<file path="config.mk">
export PLATFORM = sky130hd
export DESIGN_NAME = ins_decode_fsm_flat
export DESIGN_NICKNAME = d
export VERILOG_FILES = /design/src/rtl/ins_decode_if.sv /design/src/rtl/ins_decode_fsm.sv /design/src/flat_wrapper.sv
export SDC_FILE = /design/constraint.sdc
export NUM_CORES = 1
export LEC_CHECK = 0
export CORE_ASPECT_RATIO = 0.75
export CORE_MARGIN = 2
export CORE_UTILIZATION = 34
export CTS_CLUSTER_SIZE = 25
export DETAILED_ROUTE_END_ITERATION = 10
export PLACE_DENSITY = 0.75
export SYNTH_ARGS = -nofsm -noshare
export SYNTH_HDL_FRONTEND = slang
export SYNTH_SLANG_ARGS = --single-unit
</file>
<file path="constraint.sdc">
create_clock -name clk -period 1.4 [get_ports clk]
set_clock_uncertainty 0.1 [all_clocks]
set_input_delay 0.14 -clock clk [delete_from_list [all_inputs] [get_ports clk]]
set_output_delay 0.14 -clock clk [all_outputs]
set_load 0.005 [all_outputs]
</file>
<file path="src/rtl/ins_decode_if.sv">
// Signal bundle between the instruction decoder and the datapath / memory side.
// The master drives instruction bytes and enables; the slave (decoder) returns state and strobes.
interface ins_decode_if;
   logic [7:0] ram_data;
   logic       ir_ld;
   logic       sm_en;
   logic       cf_en;
   logic       zf_en;
   logic       alu_cy;
   logic       alu_zero;

   logic [7:0] ir;
   logic       sm;
   logic       c;
   logic       z;
   logic       mova, movb, movc, add, sub, and1, not1, rsr, rsl;
   logic       jmp, jz, jc, in1, out1, nop, halt;
   logic       illegal;
   logic       halted;

   modport master (
      output ram_data, ir_ld, sm_en, cf_en, zf_en, alu_cy, alu_zero,
      input  ir, sm, c, z, mova, movb, movc, add, sub, and1, not1, rsr, rsl,
             jmp, jz, jc, in1, out1, nop, halt, illegal, halted
   );

   modport slave (
      input  ram_data, ir_ld, sm_en, cf_en, zf_en, alu_cy, alu_zero,
      output ir, sm, c, z, mova, movb, movc, add, sub, and1, not1, rsr, rsl,
             jmp, jz, jc, in1, out1, nop, halt, illegal, halted
   );
endinterface

</file>
<file path="src/rtl/ins_decode_fsm.sv">
// Instruction register, fetch/execute phase sequencer, carry/zero flags and one-hot
// instruction decoder. Executing halt freezes the IR and phase until reset.
module ins_decode_fsm (
   input logic        clk,
   input logic        rst,
   ins_decode_if.slave bus
);

   typedef enum logic [1:0] {
      FETCH   = 2'd0,
      EXECUTE = 2'd1,
      HALTED  = 2'd2
   } phase_t;

   phase_t     state, state_next;
   logic [7:0] ir_q;
   logic       c_q, z_q;
   logic       exec;
   logic [3:0] op;
   logic [1:0] lo;

   logic mova, movb, movc, add, sub, and1, not1, rsr, rsl;
   logic jmp, jz, jc, in1, out1, nop, halt, illegal;

   assign exec = (state != FETCH);
   assign op   = ir_q[7:4];
   assign lo   = ir_q[1:0];

   // NOTE: sequential state is written with non-blocking assignments only, so every
   // register samples pre-edge values regardless of statement order.
   always_ff @(posedge clk) begin
      if (rst) begin
         state <= FETCH;
         ir_q  <= 8'h00;
         c_q   <= 1'b0;
         z_q   <= 1'b0;
      end else begin
         state <= state_next;
         // The halt strobe itself is the freeze condition: ir must keep the halt opcode.
         if (bus.ir_ld && !halt) ir_q <= bus.ram_data;
         if (bus.cf_en)          c_q  <= bus.alu_cy;
         if (bus.zf_en)          z_q  <= bus.alu_zero;
      end
   end

   always_comb begin
      state_next = state;
      case (state)
         FETCH:   if (bus.sm_en) state_next = EXECUTE;
         EXECUTE: begin
            if (halt)            state_next = HALTED;
            else if (bus.sm_en)  state_next = FETCH;
         end
         HALTED:  state_next = HALTED;
         default: state_next = FETCH;
      endcase
   end

   // NOTE: every strobe gets a default before the case so no path through this block
   // leaves a signal unassigned, which would otherwise infer a latch.
   always_comb begin
      mova = 1'b0; movb = 1'b0; movc = 1'b0; add  = 1'b0;
      sub  = 1'b0; and1 = 1'b0; not1 = 1'b0; rsr  = 1'b0;
      rsl  = 1'b0; jmp  = 1'b0; jz   = 1'b0; jc   = 1'b0;
      in1  = 1'b0; out1 = 1'b0; nop  = 1'b0; halt = 1'b0;
      illegal = 1'b0;
      if (exec) begin
         case (op)
            4'b1100: mova = 1'b1;
            4'b1101: movb = 1'b1;
            4'b1110: movc = 1'b1;
            4'b1001: add  = 1'b1;
            4'b0110: sub  = 1'b1;
            4'b1011: and1 = 1'b1;
            4'b0101: not1 = 1'b1;
            4'b0010: in1  = 1'b1;
            4'b0100: out1 = 1'b1;
            4'b0111: nop  = 1'b1;
            4'b1000: halt = 1'b1;
            4'b1010: begin
               case (lo)
                  2'b00:   rsr = 1'b1;
                  2'b11:   rsl = 1'b1;
                  default: begin nop = 1'b1; illegal = 1'b1; end
               endcase
            end
            4'b0011: begin
               case (lo)
                  2'b00:   jmp = 1'b1;
                  2'b01:   jz  = 1'b1;
                  2'b10:   jc  = 1'b1;
                  default: begin nop = 1'b1; illegal = 1'b1; end
               endcase
            end
            default: begin nop = 1'b1; illegal = 1'b1; end
         endcase
      end
   end

   assign bus.ir      = ir_q;
   assign bus.sm      = exec;
   assign bus.c       = c_q;
   assign bus.z       = z_q;
   assign bus.halted  = (state == HALTED);
   assign bus.mova    = mova;
   assign bus.movb    = movb;
   assign bus.movc    = movc;
   assign bus.add     = add;
   assign bus.sub     = sub;
   assign bus.and1    = and1;
   assign bus.not1    = not1;
   assign bus.rsr     = rsr;
   assign bus.rsl     = rsl;
   assign bus.jmp     = jmp;
   assign bus.jz      = jz;
   assign bus.jc      = jc;
   assign bus.in1     = in1;
   assign bus.out1    = out1;
   assign bus.nop     = nop;
   assign bus.halt    = halt;
   assign bus.illegal = illegal;

endmodule
</file>
<file path="src/flat_wrapper.sv">
// flat-port wrapper written by rule: the top's interface ports become plain ports
module ins_decode_fsm_flat 
  (clk, rst, bus_ram_data, bus_ir_ld, bus_sm_en, bus_cf_en, bus_zf_en, bus_alu_cy, bus_alu_zero, bus_ir, bus_sm, bus_c, bus_z, bus_mova, bus_movb, bus_movc, bus_add, bus_sub, bus_and1, bus_not1, bus_rsr, bus_rsl, bus_jmp, bus_jz, bus_jc, bus_in1, bus_out1, bus_nop, bus_halt, bus_illegal, bus_halted);
  ins_decode_if bus_i ();
  input logic clk;
  input logic rst;
  input wire logic [$bits(bus_i.ram_data)-1:0] bus_ram_data;
  input wire logic [$bits(bus_i.ir_ld)-1:0] bus_ir_ld;
  input wire logic [$bits(bus_i.sm_en)-1:0] bus_sm_en;
  input wire logic [$bits(bus_i.cf_en)-1:0] bus_cf_en;
  input wire logic [$bits(bus_i.zf_en)-1:0] bus_zf_en;
  input wire logic [$bits(bus_i.alu_cy)-1:0] bus_alu_cy;
  input wire logic [$bits(bus_i.alu_zero)-1:0] bus_alu_zero;
  output wire logic [$bits(bus_i.ir)-1:0] bus_ir;
  output wire logic [$bits(bus_i.sm)-1:0] bus_sm;
  output wire logic [$bits(bus_i.c)-1:0] bus_c;
  output wire logic [$bits(bus_i.z)-1:0] bus_z;
  output wire logic [$bits(bus_i.mova)-1:0] bus_mova;
  output wire logic [$bits(bus_i.movb)-1:0] bus_movb;
  output wire logic [$bits(bus_i.movc)-1:0] bus_movc;
  output wire logic [$bits(bus_i.add)-1:0] bus_add;
  output wire logic [$bits(bus_i.sub)-1:0] bus_sub;
  output wire logic [$bits(bus_i.and1)-1:0] bus_and1;
  output wire logic [$bits(bus_i.not1)-1:0] bus_not1;
  output wire logic [$bits(bus_i.rsr)-1:0] bus_rsr;
  output wire logic [$bits(bus_i.rsl)-1:0] bus_rsl;
  output wire logic [$bits(bus_i.jmp)-1:0] bus_jmp;
  output wire logic [$bits(bus_i.jz)-1:0] bus_jz;
  output wire logic [$bits(bus_i.jc)-1:0] bus_jc;
  output wire logic [$bits(bus_i.in1)-1:0] bus_in1;
  output wire logic [$bits(bus_i.out1)-1:0] bus_out1;
  output wire logic [$bits(bus_i.nop)-1:0] bus_nop;
  output wire logic [$bits(bus_i.halt)-1:0] bus_halt;
  output wire logic [$bits(bus_i.illegal)-1:0] bus_illegal;
  output wire logic [$bits(bus_i.halted)-1:0] bus_halted;
  assign bus_i.ram_data = bus_ram_data;
  assign bus_i.ir_ld = bus_ir_ld;
  assign bus_i.sm_en = bus_sm_en;
  assign bus_i.cf_en = bus_cf_en;
  assign bus_i.zf_en = bus_zf_en;
  assign bus_i.alu_cy = bus_alu_cy;
  assign bus_i.alu_zero = bus_alu_zero;
  assign bus_ir = bus_i.ir;
  assign bus_sm = bus_i.sm;
  assign bus_c = bus_i.c;
  assign bus_z = bus_i.z;
  assign bus_mova = bus_i.mova;
  assign bus_movb = bus_i.movb;
  assign bus_movc = bus_i.movc;
  assign bus_add = bus_i.add;
  assign bus_sub = bus_i.sub;
  assign bus_and1 = bus_i.and1;
  assign bus_not1 = bus_i.not1;
  assign bus_rsr = bus_i.rsr;
  assign bus_rsl = bus_i.rsl;
  assign bus_jmp = bus_i.jmp;
  assign bus_jz = bus_i.jz;
  assign bus_jc = bus_i.jc;
  assign bus_in1 = bus_i.in1;
  assign bus_out1 = bus_i.out1;
  assign bus_nop = bus_i.nop;
  assign bus_halt = bus_i.halt;
  assign bus_illegal = bus_i.illegal;
  assign bus_halted = bus_i.halted;
  ins_decode_fsm u_core (.clk(clk), .rst(rst), .bus(bus_i));
endmodule
</file>
==> results.json, run 1 <==
{
  "setup_viol": 26,
  "violations": "setup timing",
  "cp_max_fo": 5,
  "synth-main-ff-cell": "dfxtp_1",
  "drtPass1Iterations": 4,
  "status": "complete, but fails checks",
  "nets": 198,
  "drive_gt1_share_pct": 59.7,
  "port_buffers": 44,
  "clk_pin_slew_ns": 0.07,
  "final_cell_mix": "30 x buf_4, 19 x clkdlybuf4s50_1, 15 x buf_2, 15 x buf_6, 7 x nor2_1",
  "leakage_nw": 0.768,
  "first_iter_violations": 43,
  "gp_congestion": 0.774,
  "final_antenna_net_count": 0,
  "die_h_um": 46.5,
  "final_cell_area_um2": 1700,
  "tightest_slew_ns": 0.296,
  "clkLatencyLatePin_ns": 0.28,
  "syn_avg_cell_area_um2": 8.60,
  "cp_slowest_stage_delay_ns": 0.40,
  "diodes": 0,
  "min_path_cells": 3,
  "place_hpwl_mm": 2.12,
  "cp_cell_sequence": "buf_6, or3b_4, nor2_4, buf_2",
  "end_kind": "primary output",
  "regToRegSetupSlack_ns": -0.18,
  "coreArea_um2": 2290,
  "syn_area_um2": 817,
  "wl_per_cell_um": 16.7,
  "async_flop_share_pct": 0,
  "synth_seq_cells": 12,
  "min-delay-start": "bus_ram_data[3]",
  "num_rows": 15,
  "powerDensity_nw_per_um2": 598,
  "dp.cells": 194,
  "synth_edf_count": 0,
  "start_kind": "flip-flop",
  "fin_crit_ns": 1.64,
  "rsz0062_at_grt": "true",
  "drv_slew": 0,
  "worstReg2RegEnd": "u_core.bus.ir[3]$_SDFFE_PP0P_",
  "avgViaCountPerCell": 5.30,
  "fin_crit_sh_pct": 117,
  "hold_path_class": "input pin to flip-flop",
  "vias": 1113,
  "crit_required_ns": 1.16,
  "place_ws_ns": -0.399,
  "fin_ws_ns": -0.240,
  "holdPathEnd": "u_core.bus.ir[3]$_SDFFE_PP0P_",
  "drv_cap": 0,
  "crit_type": "flip-flop to primary output",
  "cts_tree": "done",
  "fillers": 168,
  "vdd_drop_max_mv": 0.590,
  "layout.cells.non_filler": 210,
  "maxSlewHeadroom_pct": 80.2,
  "crit_path_top_delay_cell": "or3b_4",
  "synth_seq_area_share_pct": 29.4,
  "synth_cells": 95,
  "r2r_cells": 6,
  "die_width_um": 60.6,
  "placed_area_um2": 1450,
  "antenna_found_initial": 0,
  "final_common_cell": "buf_4",
  "die_area_um2": 2820,
  "io_pins": 45,
  "grt_pass1_vias": 1088,
  "clock_sinks": 12,
  "critPathArrivalTime_ns": 1.40,
  "clockBufferDepth": 2,
  "initial_utilization_pct": 35.7,
  "ys_warn_count": 0,
  "area_growth_pct": 108,
  "drc_errors": 0,
  "timing.hold.ws_ns": 0.325,
  "totalWireLength_mm": 3.50,
  "hold_viol": 0,
  "design_power_total_mw": 1.02,
  "track_usage_pct": 25.7,
  "root_buffer": "clkbuf_4",
  "synth_fp_nets": 115,
  "fmax_mhz": 610,
  "ys_types": 38,
  "cts_buffers": 3,
  "grt_pass1_wl_mm": 5.13,
  "htreeDepth": 1,
  "grt_overflow": 0,
  "grt_max_degree": 11,
  "worstReg2RegStart": "u_core.bus.ir[7]$_SDFFE_PP0P_"
}
==> critical path: cells and delay by family, from the launching register on <==
kind,cells,cell delay (ns)
buf+inv,2,0.24
flops,1,0.38
simple gates,2,0.50
==> logic make-up (layout without fill, tap and decap cells) <==
logic type / count (synthesis) / after routing / share of synthesized area [%]
simple gates: 41 / 41 / 27.7
compound gates: 23 / 23 / 22.1
flops: 12 / 12 / 29.4
buf+inv: 11 / 92 / 9.80
fa+ha+maj: 4 / 4 / 6.13
mux: 4 / 4 / 4.90
==> area by class of cell <==
cell class	instances	area, um^2	share of cell area [%]
Timing Repair Buffer	85	716	42.2
Multi-Input combinational cell	72	641	37.7
Sequential cell	12	262	15.4
Tap cell	34	42.5	2.51
Clock buffer	3	22.5	1.33
Inverter	4	15.0	0.884
==> metrics by stage <==
stage / TNS (ns) / utilization [%]
after CTS: -3.06 / 71.7
after global placement: -5.10 / 63.1
after global routing: -5.20 / 74.2
final: -3.95 / 74.2
after floorplan: 0 / -
after detailed placement: -5.90 / 63.1
==> cells in the mapped netlist, types with 2 or more instances <==
master / count / area (um^2)
nand2_1: 7 / 26.3
a31o_2: 2 / 17.5
nor3_1: 5 / 25.0
mux2i_1: 4 / 40.0
nor2_1: 11 / 41.3
a21oi_1: 3 / 15.0
and2_1: 3 / 18.8
inv_1: 3 / 11.3
nor2b_1: 2 / 12.5
nor3b_1: 3 / 22.5
and3_1: 2 / 12.5
nand2b_1: 3 / 18.8
a211oi_1: 2 / 15.0
o2111ai_1: 2 / 17.5
dfxtp_1: 12 / 240
o31ai_1: 2 / 15.0
ha_1: 4 / 50.1
buf_4: 2 / 15.0
o21ai_0: 4 / 20.0
==> registers in the layout (all words and copies together) (netlist names) <==
register	flops
u_core.bus.c	1
u_core.bus.ir	8
u_core.bus.z	1
u_core.state	2
==> what timing repair did <==
action / 4_1_cts / 5_1_grt
setup buffers: 12 / 1
endpoints found under the setup margin: 33 / 32
resized for setup: 135 / 14
hold buffers: 0 / 0
pin swaps: 26 / 8
==> worst max-delay path by stage <==
stage	startpoint	end	slack (ns)	cells past startpoint
after floorplan	u_core.bus.ir[4]$_SDFFE_PP0P_	u_core.bus.ir[0]$_SDFFE_PP0P_	0.04	4
after global placement	u_core.bus.ir[5]$_SDFFE_PP0P_	bus_jz	-0.33	4
after detailed placement	u_core.bus.ir[0]$_SDFFE_PP0P_	bus_nop	-0.40	5
after CTS	u_core.bus.ir[4]$_SDFFE_PP0P_	bus_halt	-0.19	4
after global routing	u_core.bus.ir[4]$_SDFFE_PP0P_	bus_halt	-0.27	4
final	u_core.bus.ir[4]$_SDFFE_PP0P_	bus_halt	-0.24	4
==> where the power goes <==
| group | switching (mW) | leakage [nW] | internal (mW) | total (mW) |
|---|---|---|---|---|
| combinational | 0.172 | 0.651 | 0.241 | 0.413 |
| clock | 0.114 | 0.0138 | 0.0998 | 0.214 |
| sequential | 0.0257 | 0.103 | 0.363 | 0.389 |
==> routing by layer <==
layer  part of all wire [%]  vias to the layer above  routed length, um  track usage (%)
li1                       -                      497                  -                -
met1                     39                      529               1370             29.6
met2                     49                       71               1720             45.2
met3                    7.7                       16                270             7.58
met4                    4.2                        0                147             10.0
met5                      0                        -                  0                0
(Power assumes the default switching activity.)
==> run 2: changes to the inputs <==
--- a/config.mk
+++ b/config.mk
@@ -10,7 +10,7 @@
 export CORE_UTILIZATION = 34
 export CTS_CLUSTER_SIZE = 25
 export DETAILED_ROUTE_END_ITERATION = 10
-export PLACE_DENSITY = 0.75
+export PLACE_DENSITY = 0.8
 export SYNTH_ARGS = -nofsm -noshare
 export SYNTH_HDL_FRONTEND = slang
 export SYNTH_SLANG_ARGS = --single-unit
==> run 2 against run 1 <==
The flow still finishes with violations (setup timing); largest power group unchanged; clock power is 35% higher; combinational power is 12% higher; critical path depth is 1 higher; clock-buffer cell count is 1 higher; highest routed layer unchanged; sequential cell count stayed put; register-to-register slack hardly changed; die area stayed put.
==> results.json, run 2 (synthesis results as in run 1) <==
{
  "end_kind": "primary output",
  "worst_path_most_repeated_cell": "buf_6",
  "violations": "setup timing",
  "drc_errors": 0,
  "drtPass1Iterations": 4,
  "grt_pass1_vias": 1093,
  "initial_utilization_pct": 35.7,
  "crit_path_top_delay_cell": "dfxtp_4",
  "leakage_nw": 0.894,
  "num_rows": 15,
  "fin_crit_ns": 1.62,
  "layout.cells.non_filler": 217,
  "cp_max_fo": 4,
  "root_buffer": "clkbuf_4",
  "clk_pin_slew_ns": 0.08,
  "largest_reg_flops": 8,
  "cts_tree": "done",
  "die_width_um": 60.6,
  "powerDensity_nw_per_um2": 621,
  "drive_gt1_share_pct": 64.5,
  "dp.cells": 189,
  "final_cell_mix": "27 x buf_4, 24 x buf_6, 17 x buf_2, 15 x clkdlybuf4s50_1, 8 x nor2_1",
  "status": "complete, but fails checks",
  "worstReg2RegEnd": "u_core.state[0]$_SDFFE_PP0P_",
  "multi_input_area_um2": 682,
  "grt_overflow": 0,
  "diodes": 0,
  "rsz0062_at_grt": "true",
  "crit_type": "flip-flop to primary output",
  "clockBufferDepth": 2,
  "antenna_found_initial": 0,
  "coreArea_um2": 2290,
  "start_kind": "flip-flop",
  "critPathArrivalTime_ns": 1.38,
  "nets": 204,
  "worstReg2RegStart": "u_core.bus.ir[6]$_SDFFE_PP0P_",
  "maxSlewHeadroom_pct": 80.7,
  "tightest_slew_ns": 0.288,
  "layout.area.seq_um2": 263,
  "final_common_cell": "buf_4",
  "vias": 1102,
  "min-delay-start": "bus_ram_data[2]",
  "cp_slowest_stage_delay_ns": 0.37,
  "regToRegSetupSlack_ns": -0.19,
  "htreeDepth": 1,
  "final_util_pct": 80.0,
  "hold_viol": 0,
  "setup_tns_ns": -3.52,
  "fmax_mhz": 619,
  "gp_congestion": 0.820,
  "final_antenna_net_count": 0,
  "fin_ws_ns": -0.217,
  "grt_max_degree": 11,
  "min_path_cells": 3,
  "area_growth_pct": 124,
  "hold_buffers": 0,
  "fillers": 139,
  "die_h_um": 46.5,
  "hold_path_class": "input pin to flip-flop",
  "drv_slew": 0,
  "avgViaCountPerCell": 5.08,
  "fin_crit_sh_pct": 115,
  "cts_buffers": 3,
  "crit_required_ns": 1.16,
  "cp_cell_sequence": "nor3b_4, buf_6, buf_6, and3_4, buf_6",
  "wl_per_cell_um": 18.3,
  "die_area_um2": 2820,
  "place_hpwl_mm": 1.99,
  "clkLatencyLatePin_ns": 0.28,
  "vdd_drop_max_mv": 0.507,
  "clock_sinks": 12,
  "first_iter_violations": 57,
  "grt_pass1_wl_mm": 5.16,
  "drv_cap": 0,
  "port_buffers": 44,
  "track_usage_pct": 25.4,
  "totalWireLength_mm": 3.97,
  "io_pins": 45,
  "setup_viol": 26,
  "holdPathEnd": "u_core.bus.ir[2]$_SDFFE_PP0P_",
  "r2r_cells": 5
}
run 2: cell types whose count changed in the layout (fill, tap and decap cells not counted), sizes merged:
cell,change
buf,+8
clkdlybuf4s50,-4
dlymetal6s2s,+4
clkdlybuf4s15,-3
clkbuf,+1
dlygate4sd2,+1
run 2: layout make-up:
type,count,area share (%)
clock buffers,4,1.98
inverters,4,0.820
multi-input cells,72,37.2
flip-flops and latches,12,14.3
well taps,34,2.32
repair buffers,91,43.3
run 2: where the power goes:
part / total (mW) / switching [mW] / internal, mW
clock network: 0.288 / 0.130 / 0.158
registers: 0.388 / 0.0267 / 0.362
logic: 0.461 / 0.193 / 0.268
run 2: worst max-delay path, delay by kind of cell (launching register included):
kind                   cells  cell delay (ns)
buffers and inverters      3             0.32
AND/OR/NAND/NOR            2             0.40
flip-flops                 1             0.37
run 2: worst max path at each step:
stage / from / end / slack (ns) / cells past startpoint
finish: u_core.bus.ir[6]$_SDFFE_PP0P_ / bus_rsr / -0.22 / 5
global route: u_core.bus.ir[7]$_SDFFE_PP0P_ / bus_rsr / -0.27 / 5
CTS: u_core.bus.ir[4]$_SDFFE_PP0P_ / bus_halt / -0.20 / 4
detailed placement: u_core.bus.ir[4]$_SDFFE_PP0P_ / bus_jmp / -0.37 / 4
global placement: u_core.bus.ir[0]$_SDFFE_PP0P_ / bus_illegal / -0.33 / 5
floorplan: u_core.bus.ir[4]$_SDFFE_PP0P_ / u_core.bus.ir[0]$_SDFFE_PP0P_ / 0.04 / 4
run 2: layer usage:
layer | track usage, % | share of wire [%] | wire length, um
met5 | 0 | 0 | 0
met4 | 6.52 | 2.7 | 106
met3 | 7.30 | 6.3 | 251
met2 | 47.7 | 51 | 2040
met1 | 28.0 | 40 | 1570
run 2: repair_timing:
action	CTS	global route
resized for setup	144	30
endpoints found under the setup margin	29	33
setup buffers	22	4
pin swaps	24	10
run 2: through the flow:
stage / total power [mW] / setup slack [ns] / instance area (um^2) / hold slack, ns
5_1_grt: 1.18 / -0.274 / 1830 / 0.325
6_report: 1.14 / -0.217 / 1830 / 0.324
4_1_cts: 1.07 / -0.201 / 1700 / 0.324
3_5_place_dp: 0.690 / -0.367 / 1410 / 0.349
3_3_place_gp: 0.679 / -0.325 / 1410 / 0.344
2_1_floorplan: 0.517 / 0.0431 / 817 / 0.175
==> run 3: changes to the inputs <==
--- a/config.mk
+++ b/config.mk
@@ -7,10 +7,10 @@
 export LEC_CHECK = 0
 export CORE_ASPECT_RATIO = 0.75
 export CORE_MARGIN = 2
-export CORE_UTILIZATION = 34
+export CORE_UTILIZATION = 38
 export CTS_CLUSTER_SIZE = 25
 export DETAILED_ROUTE_END_ITERATION = 10
-export PLACE_DENSITY = 0.8
+export PLACE_DENSITY = 0.84
 export SYNTH_ARGS = -nofsm -noshare
 export SYNTH_HDL_FRONTEND = slang
 export SYNTH_SLANG_ARGS = --single-unit
==> constraint.sdc (replaced) <==
create_clock -name clk -period 1.7 [get_ports clk]
set_clock_uncertainty 0.1 [all_clocks]
set_input_delay 0.17 -clock clk [delete_from_list [all_inputs] [get_ports clk]]
set_output_delay 0.17 -clock clk [all_outputs]
set_load 0.005 [all_outputs]
==> run 3 against run 2 <==
The run still ends with setup timing left; utilization down 1.3 points; sequential power down 18%; sequential cell count unchanged; via count down 9.3%; worst hold slack better by 0.018 ns; non-clock buffer count down 12; power down 24%; cell count down 10%; clock power down 16%; critical path depth down 1; clock-buffer cell count unchanged.
==> results.json, run 3 (synthesis results as in run 1) <==
{
  "status": "complete, but fails checks",
  "violations": "setup timing",
  "place_hpwl_mm": 1.96,
  "critPathArrivalTime_ns": 1.44,
  "rsz0062_at_grt": "true",
  "worstReg2RegStart": "u_core.bus.ir[6]$_SDFFE_PP0P_",
  "clk_pin_slew_ns": 0.09,
  "regToRegSetupSlack_ns": 0.04,
  "drv_slew": 0,
  "design_power_total_uw": 864,
  "grt_pass1_vias": 1009,
  "final_common_cell": "buf_4",
  "grt_max_degree": 11,
  "die_h_um": 44.2,
  "drive_gt1_share_pct": 49.1,
  "fillers": 125,
  "place_ws_ns": -0.0992,
  "die_area_um2": 2540,
  "multi_input_area_um2": 601,
  "hold_buffers": 0,
  "num_rows": 14,
  "cts_buffers": 3,
  "dp.cells": 181,
  "crit_type": "flip-flop to primary output",
  "gp_congestion": 0.819,
  "area_growth_pct": 94.0,
  "antenna_found_initial": 0,
  "vdd_drop_max_mv": 0.565,
  "io_pins": 45,
  "drv_cap": 0,
  "root_buffer": "clkbuf_4",
  "grt_overflow": 0,
  "fin_crit_ns": 1.71,
  "r2r_cells": 5,
  "cts_tree": "done",
  "track_usage_pct": 23.7,
  "drtPass1Iterations": 4,
  "fin_crit_sh_pct": 101,
  "first_iter_violations": 21,
  "largest_reg_flops": 8,
  "port_buffers": 44,
  "min-delay-start": "bus_ram_data[3]",
  "final_cell_mix": "33 x buf_4, 24 x clkdlybuf4s50_1, 10 x nor2_1, 10 x clkbuf_2, 6 x nand2_1",
  "coreArea_um2": 2010,
  "die_width_um": 57.5,
  "fin_ws_ns": -0.00880,
  "grt_pass1_wl_mm": 4.51,
  "avgViaCountPerCell": 5.12,
  "start_kind": "flip-flop",
  "setup_viol": 2,
  "clock_sinks": 12,
  "totalWireLength_mm": 2.95,
  "htreeDepth": 1,
  "fmax_mhz": 585,
  "nets": 192,
  "worstReg2RegEnd": "u_core.bus.ir[1]$_SDFFE_PP0P_",
  "vias": 999,
  "diodes": 0,
  "initial_utilization_pct": 40.6,
  "final_util_pct": 78.7,
  "wl_per_cell_um": 15.1,
  "tightest_slew_ns": 0.287,
  "maxSlewHeadroom_pct": 80.7,
  "drc_errors": 0,
  "end_kind": "primary output",
  "clkLatencyLatePin_ns": 0.29,
  "layout.area.seq_um2": 260,
  "crit_required_ns": 1.43,
  "hold_path_class": "input pin to flip-flop",
  "holdPathEnd": "u_core.bus.ir[3]$_SDFFE_PP0P_",
  "cp_max_fo": 6,
  "hold_viol": 0,
  "min_path_cells": 3,
  "leakage_nw": 0.739,
  "powerDensity_nw_per_um2": 545,
  "final_antenna_net_count": 0,
  "clockBufferDepth": 2,
  "layout.cells.non_filler": 195
}
-- run 3: metrics by stage --
step           hold WS [ns]  setup TNS [ns]  area, um^2
2_1_floorplan         0.205               0         817
3_3_place_gp          0.343          -0.292        1410
3_5_place_dp          0.356          -0.485        1410
4_1_cts               0.342         -0.0815        1550
5_1_grt               0.389          -0.335        1590
6_report              0.342        -0.00923        1590
-- run 3: worst max path at each step --
stage | from | end | cells past startpoint
after floorplan | u_core.bus.ir[5]$_SDFFE_PP0P_ | bus_jc | 4
after global placement | u_core.bus.ir[0]$_SDFFE_PP0P_ | bus_illegal | 5
after detailed placement | u_core.bus.ir[0]$_SDFFE_PP0P_ | bus_illegal | 5
after CTS | u_core.state[0]$_SDFFE_PP0P_ | bus_rsr | 5
after global routing | u_core.bus.ir[4]$_SDFFE_PP0P_ | bus_nop | 6
final | u_core.bus.ir[6]$_SDFFE_PP0P_ | bus_halt | 4
-- run 3: worst max-delay path, stage by stage (launching register included) --
cell and delay, ns:
dfxtp_4 0.39, buf_4 0.14, or3b_4 0.41, nor2_4 0.09, buf_2 0.12
-- run 3: final cells by class --
cell class | instances | area share [%]
repair buffers | 79 | 40.6
multi-input cells | 72 | 37.9
flip-flops and latches | 12 | 16.4
clock buffers | 4 | 2.29
well taps | 24 | 1.89
inverters | 4 | 0.947
-- run 3: where the power goes --
| part | internal [mW] | leakage (nW) | switching [mW] | total, mW |
|---|---|---|---|---|
| registers | 0.298 | 0.103 | 0.0194 | 0.318 |
| clock network | 0.130 | 0.0210 | 0.111 | 0.241 |
| logic | 0.181 | 0.615 | 0.124 | 0.305 |
| total | 0.610 | 0.739 | 0.254 | 0.864 |
-- run 3: what timing repair did --
item,in CTS,in global routing
buffers inserted,8,2
cloned,0,0
pin swaps,10,9
endpoints found under the setup margin,21,13
gates resized for setup,56,34
-- run 3: metal layers --
metal,track usage (%),wire length (um),up-vias
met5,0,0,-
met1,28.2,1220,463
li1,-,-,485
met2,43.4,1490,40
met4,6.05,58,0
met3,5.56,182,11
==> RTL change 1 (flow settings as in run 3) <==
Re-encode `phase_t` (3 values) as one-hot, 3 bits wide.
--- a/src/rtl/ins_decode_fsm.sv
+++ b/src/rtl/ins_decode_fsm.sv
@@ -7,8 +7,8 @@
 );
 
-   typedef enum logic [1:0] {
-      FETCH   = 2'd0,
-      EXECUTE = 2'd1,
-      HALTED  = 2'd2
+   typedef enum logic [2:0] {
+      FETCH   = 3'b001,
+      EXECUTE = 3'b010,
+      HALTED  = 3'b100
    } phase_t;
 
Behaviour: same outputs for any inputs over 10 cycles, from zero or initial values and one cycle with rst high; not proved beyond that.
==> RTL change 1 against run 3 <==
The flow still finishes with violations (setup timing); largest power group is now combinational logic; design area grew 16%; total power grew 12%; routed wire length grew 44%; worst setup slack lost 0.23 ns; area after synthesis grew 6.6%; first-iteration DRC count grew 130%; register-to-register slack gained 0.04 ns; sequential cell count grew 1.
==> RTL change 1: results (changes against run 3) <==
gr usage total 0.285 (+0.0478); mux contribution to synthesized area 0.0920 (+0.0429); Leak 0.856 nW (+16%); Post-Synth Adder-Cell Area 0.0575 (-0.00378); Final Setup Violations 8 (+6); final WL 4260 um (+44%); GPL Wtd Cong 0.804 (-1.8%); largest net degree at the start of global routing 10 (-1); VDD IR max 0.556 mV (-1.5%); Critical Path AT 1.67 ns (+0.23 ns); Worst path top cell family by delay flip-flops; Crit-path slowest cell dfxtp_2; fin worst setup slack -0.243 ns (-0.234 ns); first-pass GRT wire length 5660 um (+26%); final-stage net count 217 (+13%); Seq/Total Area, Yosys 0.299 (+0.00482); worst stage delay on the critical path 0.37 ns (-0.04 ns); status finished with violations; Netlist cell types 31 (-18%); layout cells sized above 1 0.531 (+0.0394); placed cell areas 1530 um^2 (+8.8%); post-synthesis compound-gate area fraction 0.121 (-0.0998); worst-path maximum fanout 3 (-3); Inserted Clock Buffers 3 (unchanged); Initial DRC Count 48 (+130%); total via count in the routed design 1229 (+23%); synth top area cells dfxtp_1, mux2i_1, ha_1; dpl hpwl 2100 um (+7.3%); 1st-pass router iterations 4 (unchanged); failing checks setup timing; antenna violations before repair 0 (unchanged); Mapped Nets 127 (+10%); Worst-Margin Slew 0.286 ns (-0.00115 ns); synth cell count leaders dfxtp_1, nand2_1, nor2_1, mux2i_1, nor3_1
-- RTL change 1: changes by cell type after synthesis, moves of 2 or more --
cell and delta:
mux2i_1 +4, o2111ai_1 -2, buf_2 +2, nand2b_1 +2, buf_4 -2, and3_1 +2
clkbuf_1 +3, nor4_1 +2, nand2_1 +4, nand3b_1 +3, a31o_2 -2, o31ai_1 -2
-- RTL change 1: final cells by class --
class,count,area [um^2]
Fill cell,102,246
Sequential cell,13,277
Multi-Input combinational cell,83,702
Timing Repair Buffer,91,783
Tap cell,24,30.0
Clock inverter,1,5.00
Clock buffer,3,22.5
Inverter,5,18.8
-- RTL change 1: what timing repair did --
| action | 4_1_cts | 5_1_grt |
|---|---|---|
| gates resized for setup | 92 | 30 |
| hold buffers | 0 | 0 |
| pin swaps | 18 | 15 |
| endpoints found under the setup margin | 19 | 23 |
| buffers inserted | 16 | 5 |
-- RTL change 1: report_power, final --
| part | switching, W | total (W) | internal, W | leakage [nW] |
|---|---|---|---|---|
| registers | 0.0000180 | 0.000343 | 0.000325 | 0.110 |
| clock network | 0.000115 | 0.000202 | 0.0000874 | 0.0177 |
| logic | 0.000186 | 0.000419 | 0.000233 | 0.728 |
| total | 0.000319 | 0.000964 | 0.000645 | 0.856 |
-- RTL change 1: kinds of logic after synthesis --
kind of cell / count (synthesis)
and+or+nand+nor: 56
AOI/OAI and AO/OA: 15
DFF: 13
buffers and inverters: 11
muxes: 8
adders and majority gates: 4
-- RTL change 1: final timing paths --
path                                               startpoint                             to  slack, ns  depth (start not counted)
worst max-delay path            u_core.bus.ir[1]$_SDFFE_PP0P_                    bus_illegal      -0.24                          6
worst min-delay path                          bus_ram_data[3]  u_core.bus.ir[3]$_SDFFE_PP0P_       0.34                          3
worst max register to register  u_core.bus.ir[7]$_SDFFE_PP0P_  u_core.bus.ir[1]$_SDFFE_PP0P_       0.08                          7
worst min register to register  u_core.bus.ir[3]$_SDFFE_PP0P_  u_core.bus.ir[3]$_SDFFE_PP0P_       0.37                          2
-- RTL change 1: stage by stage --
| stage | setup TNS (ns) | worst slack [ns] | cells | util |
|---|---|---|---|---|
| finish | -0.673 | -0.243 | 220 | 0.882 |
| global route | -1.14 | -0.265 | 220 | 0.882 |
| CTS | -0.565 | -0.112 | 216 | 0.828 |
| detailed placement | -1.73 | -0.224 | 198 | 0.736 |
| global placement | -1.07 | -0.186 | 198 | 0.736 |
| floorplan | 0 | 0.286 | 107 | - |
-- RTL change 1: metal layers --
layer	GRT usage	up-vias	part of all wire
met5	0	-	0
met4	0.100	0	0.019
met3	0.0625	12	0.090
met2	0.508	85	0.49
met1	0.340	578	0.40
li1	-	554	-
-- RTL change 1: tightest hold or removal path, cell delays in order --
cell             delay (ns)
clkdlybuf4s50_1        0.40
nand2_1                0.06
mux2i_1                0.06
==> RTL change 2 (config.mk and constraints of run 3) <==
Without the edit above. Reset style: asynchronous (`rst`), changed in one clocked block.
--- a/src/rtl/ins_decode_fsm.sv
+++ b/src/rtl/ins_decode_fsm.sv
@@ -29,5 +29,5 @@
    // NOTE: sequential state is written with non-blocking assignments only, so every
    // register samples pre-edge values regardless of statement order.
-   always_ff @(posedge clk) begin
+   always_ff @(posedge clk or posedge rst) begin
       if (rst) begin
          state <= FETCH;
Function: differs if rst is asserted again (counterexample within 4 cycles, from zero or initial values and one cycle with rst high); with rst held inactive, the same outputs for 10 cycles.
==> RTL change 2 against run 3 <==
The run still ends with setup timing left; non-clock buffer count increased by 12; cell count is 2.1% higher; routed wire length rose by 75%; count of clock-buffer cells in the layout unchanged; design area grew 18%; sequential cell count stayed put; worst setup slack worse by 0.38 ns; area after synthesis fell by 5.2%; critical path depth unchanged; core utilization up 17 points; largest cell class unchanged; highest routed layer unchanged.
Power is not compared: it rests on default switching activity, and its combinational part moved more than twofold at a synthesized area within 25%.
==> RTL change 2: results (changes against run 3) <==
1st-pass router iterations 5 (+1); worst-path maximum fanout 2 (-4); first-pass GRT wire length 6250 um (+39%); layout cells sized above 1 0.646 (+0.154); synth top area cells dfrtp_1, ha_1, mux2_1; worst stage delay on the critical path 0.53 ns (+0.12 ns); syn avg cell area 9.01 um^2 (+4.7%); GPL Wtd Cong 0.789 (-3.6%); warnings from Yosys 0 (unchanged); final hold slack 0.123 ns (-0.219 ns); Leak between 0.8 and 0.9 nW; Hold WC Path Type in2async; synth cell count leaders dfrtp_1, nand2_1, inv_1, nor2_1; status finished with violations; R2R Path End u_core.bus.ir[1]$_DFFE_PP0P_; Mapped Nets 106 (-7.8%); Layout fillers 41 (-67%); final WL 5180 um (+75%); Worst-Margin Slew 0.495 ns (+0.208 ns); crit path from u_core.bus.ir[4]$_DFFE_PP0P_; grt met2 use 0.602 (+0.168); Primary FF master, synth dfrtp_1; largest net degree at the start of global routing 13 (+2); placed cell count 177 (-2.2%); total via count in the routed design 1247 (+25%); Seq/Total Area, Yosys 0.388 (+0.0937); worst slack at placement -0.348 ns (-0.249 ns); setup_tns -4.62 ns (-4.61 ns); Worst R2R Setup Slack -0.33 ns (-0.37 ns); met3 track demand over resource 0.104 (+0.0481); asr flop ratio synth 1.00 (+1.00); Crit-path slowest cell or4b_4; dpl hpwl 2120 um (+8.2%); fin worst setup slack -0.392 ns (-0.383 ns); gr usage total 0.347 (+0.109); Netlist cell types 29 (-24%); Avg WL per Cell 26.0 um (+72%); vias in the first global route 1185 (+17%); Initial DRC Count 126 (+500%); Final Setup Violations 29 (+27); failing checks setup timing
==> RTL change 2: cell types whose count changed in the layout (fill, tap and decap cells not counted), moves of 7 or more <==
cell      before  now
buf_2          3   10
buf_6          2   17
clkbuf_2      10    0
dfrtp_1        0    9
nor2_1        10    0
==> RTL change 2: cells by family after synthesis <==
kind of cell	synth area share
multiplexers	0.100
adder cells (fa/ha/maj)	0.0646
AND/OR/NAND/NOR	0.260
buffers and inverters	0.0662
AO/OA/AOI/OAI	0.121
flip-flops	0.388
==> RTL change 2: per-layer routing <==
metal | wire length, um | share of wire
met5 | 0 | 0
met4 | 495 | 0.096
met3 | 710 | 0.14
met2 | 2280 | 0.44
met1 | 1700 | 0.33
==> RTL change 2: area by class of cell <==
type | instances | area (um^2) | area share
Clock buffer | 4 | 36.3 | 0.0194
Inverter | 7 | 28.8 | 0.0154
Multi-Input combinational cell | 61 | 666 | 0.355
Sequential cell | 12 | 304 | 0.162
Tap cell | 24 | 30.0 | 0.0160
Timing Repair Buffer | 91 | 808 | 0.432
==> RTL change 2: repair_timing <==
| action | in CTS | in global routing |
|---|---|---|
| buffers inserted | 10 | 10 |
| gates resized for setup | 103 | 40 |
| endpoints found under the setup margin | 23 | 29 |
| pin swaps | 13 | 12 |
==> RTL change 2: power groups by stage <==
stage / combinational, W / clock (W) / sequential, W
floorplan: 0.000312 / 0 / 0.000390
global placement: 0.000811 / 0 / 0.000394
detailed placement: 0.000837 / 0 / 0.000402
CTS: 0.00111 / 0.000236 / 0.000400
global route: 0.00149 / 0.000254 / 0.000428
finish: 0.00145 / 0.000241 / 0.000431
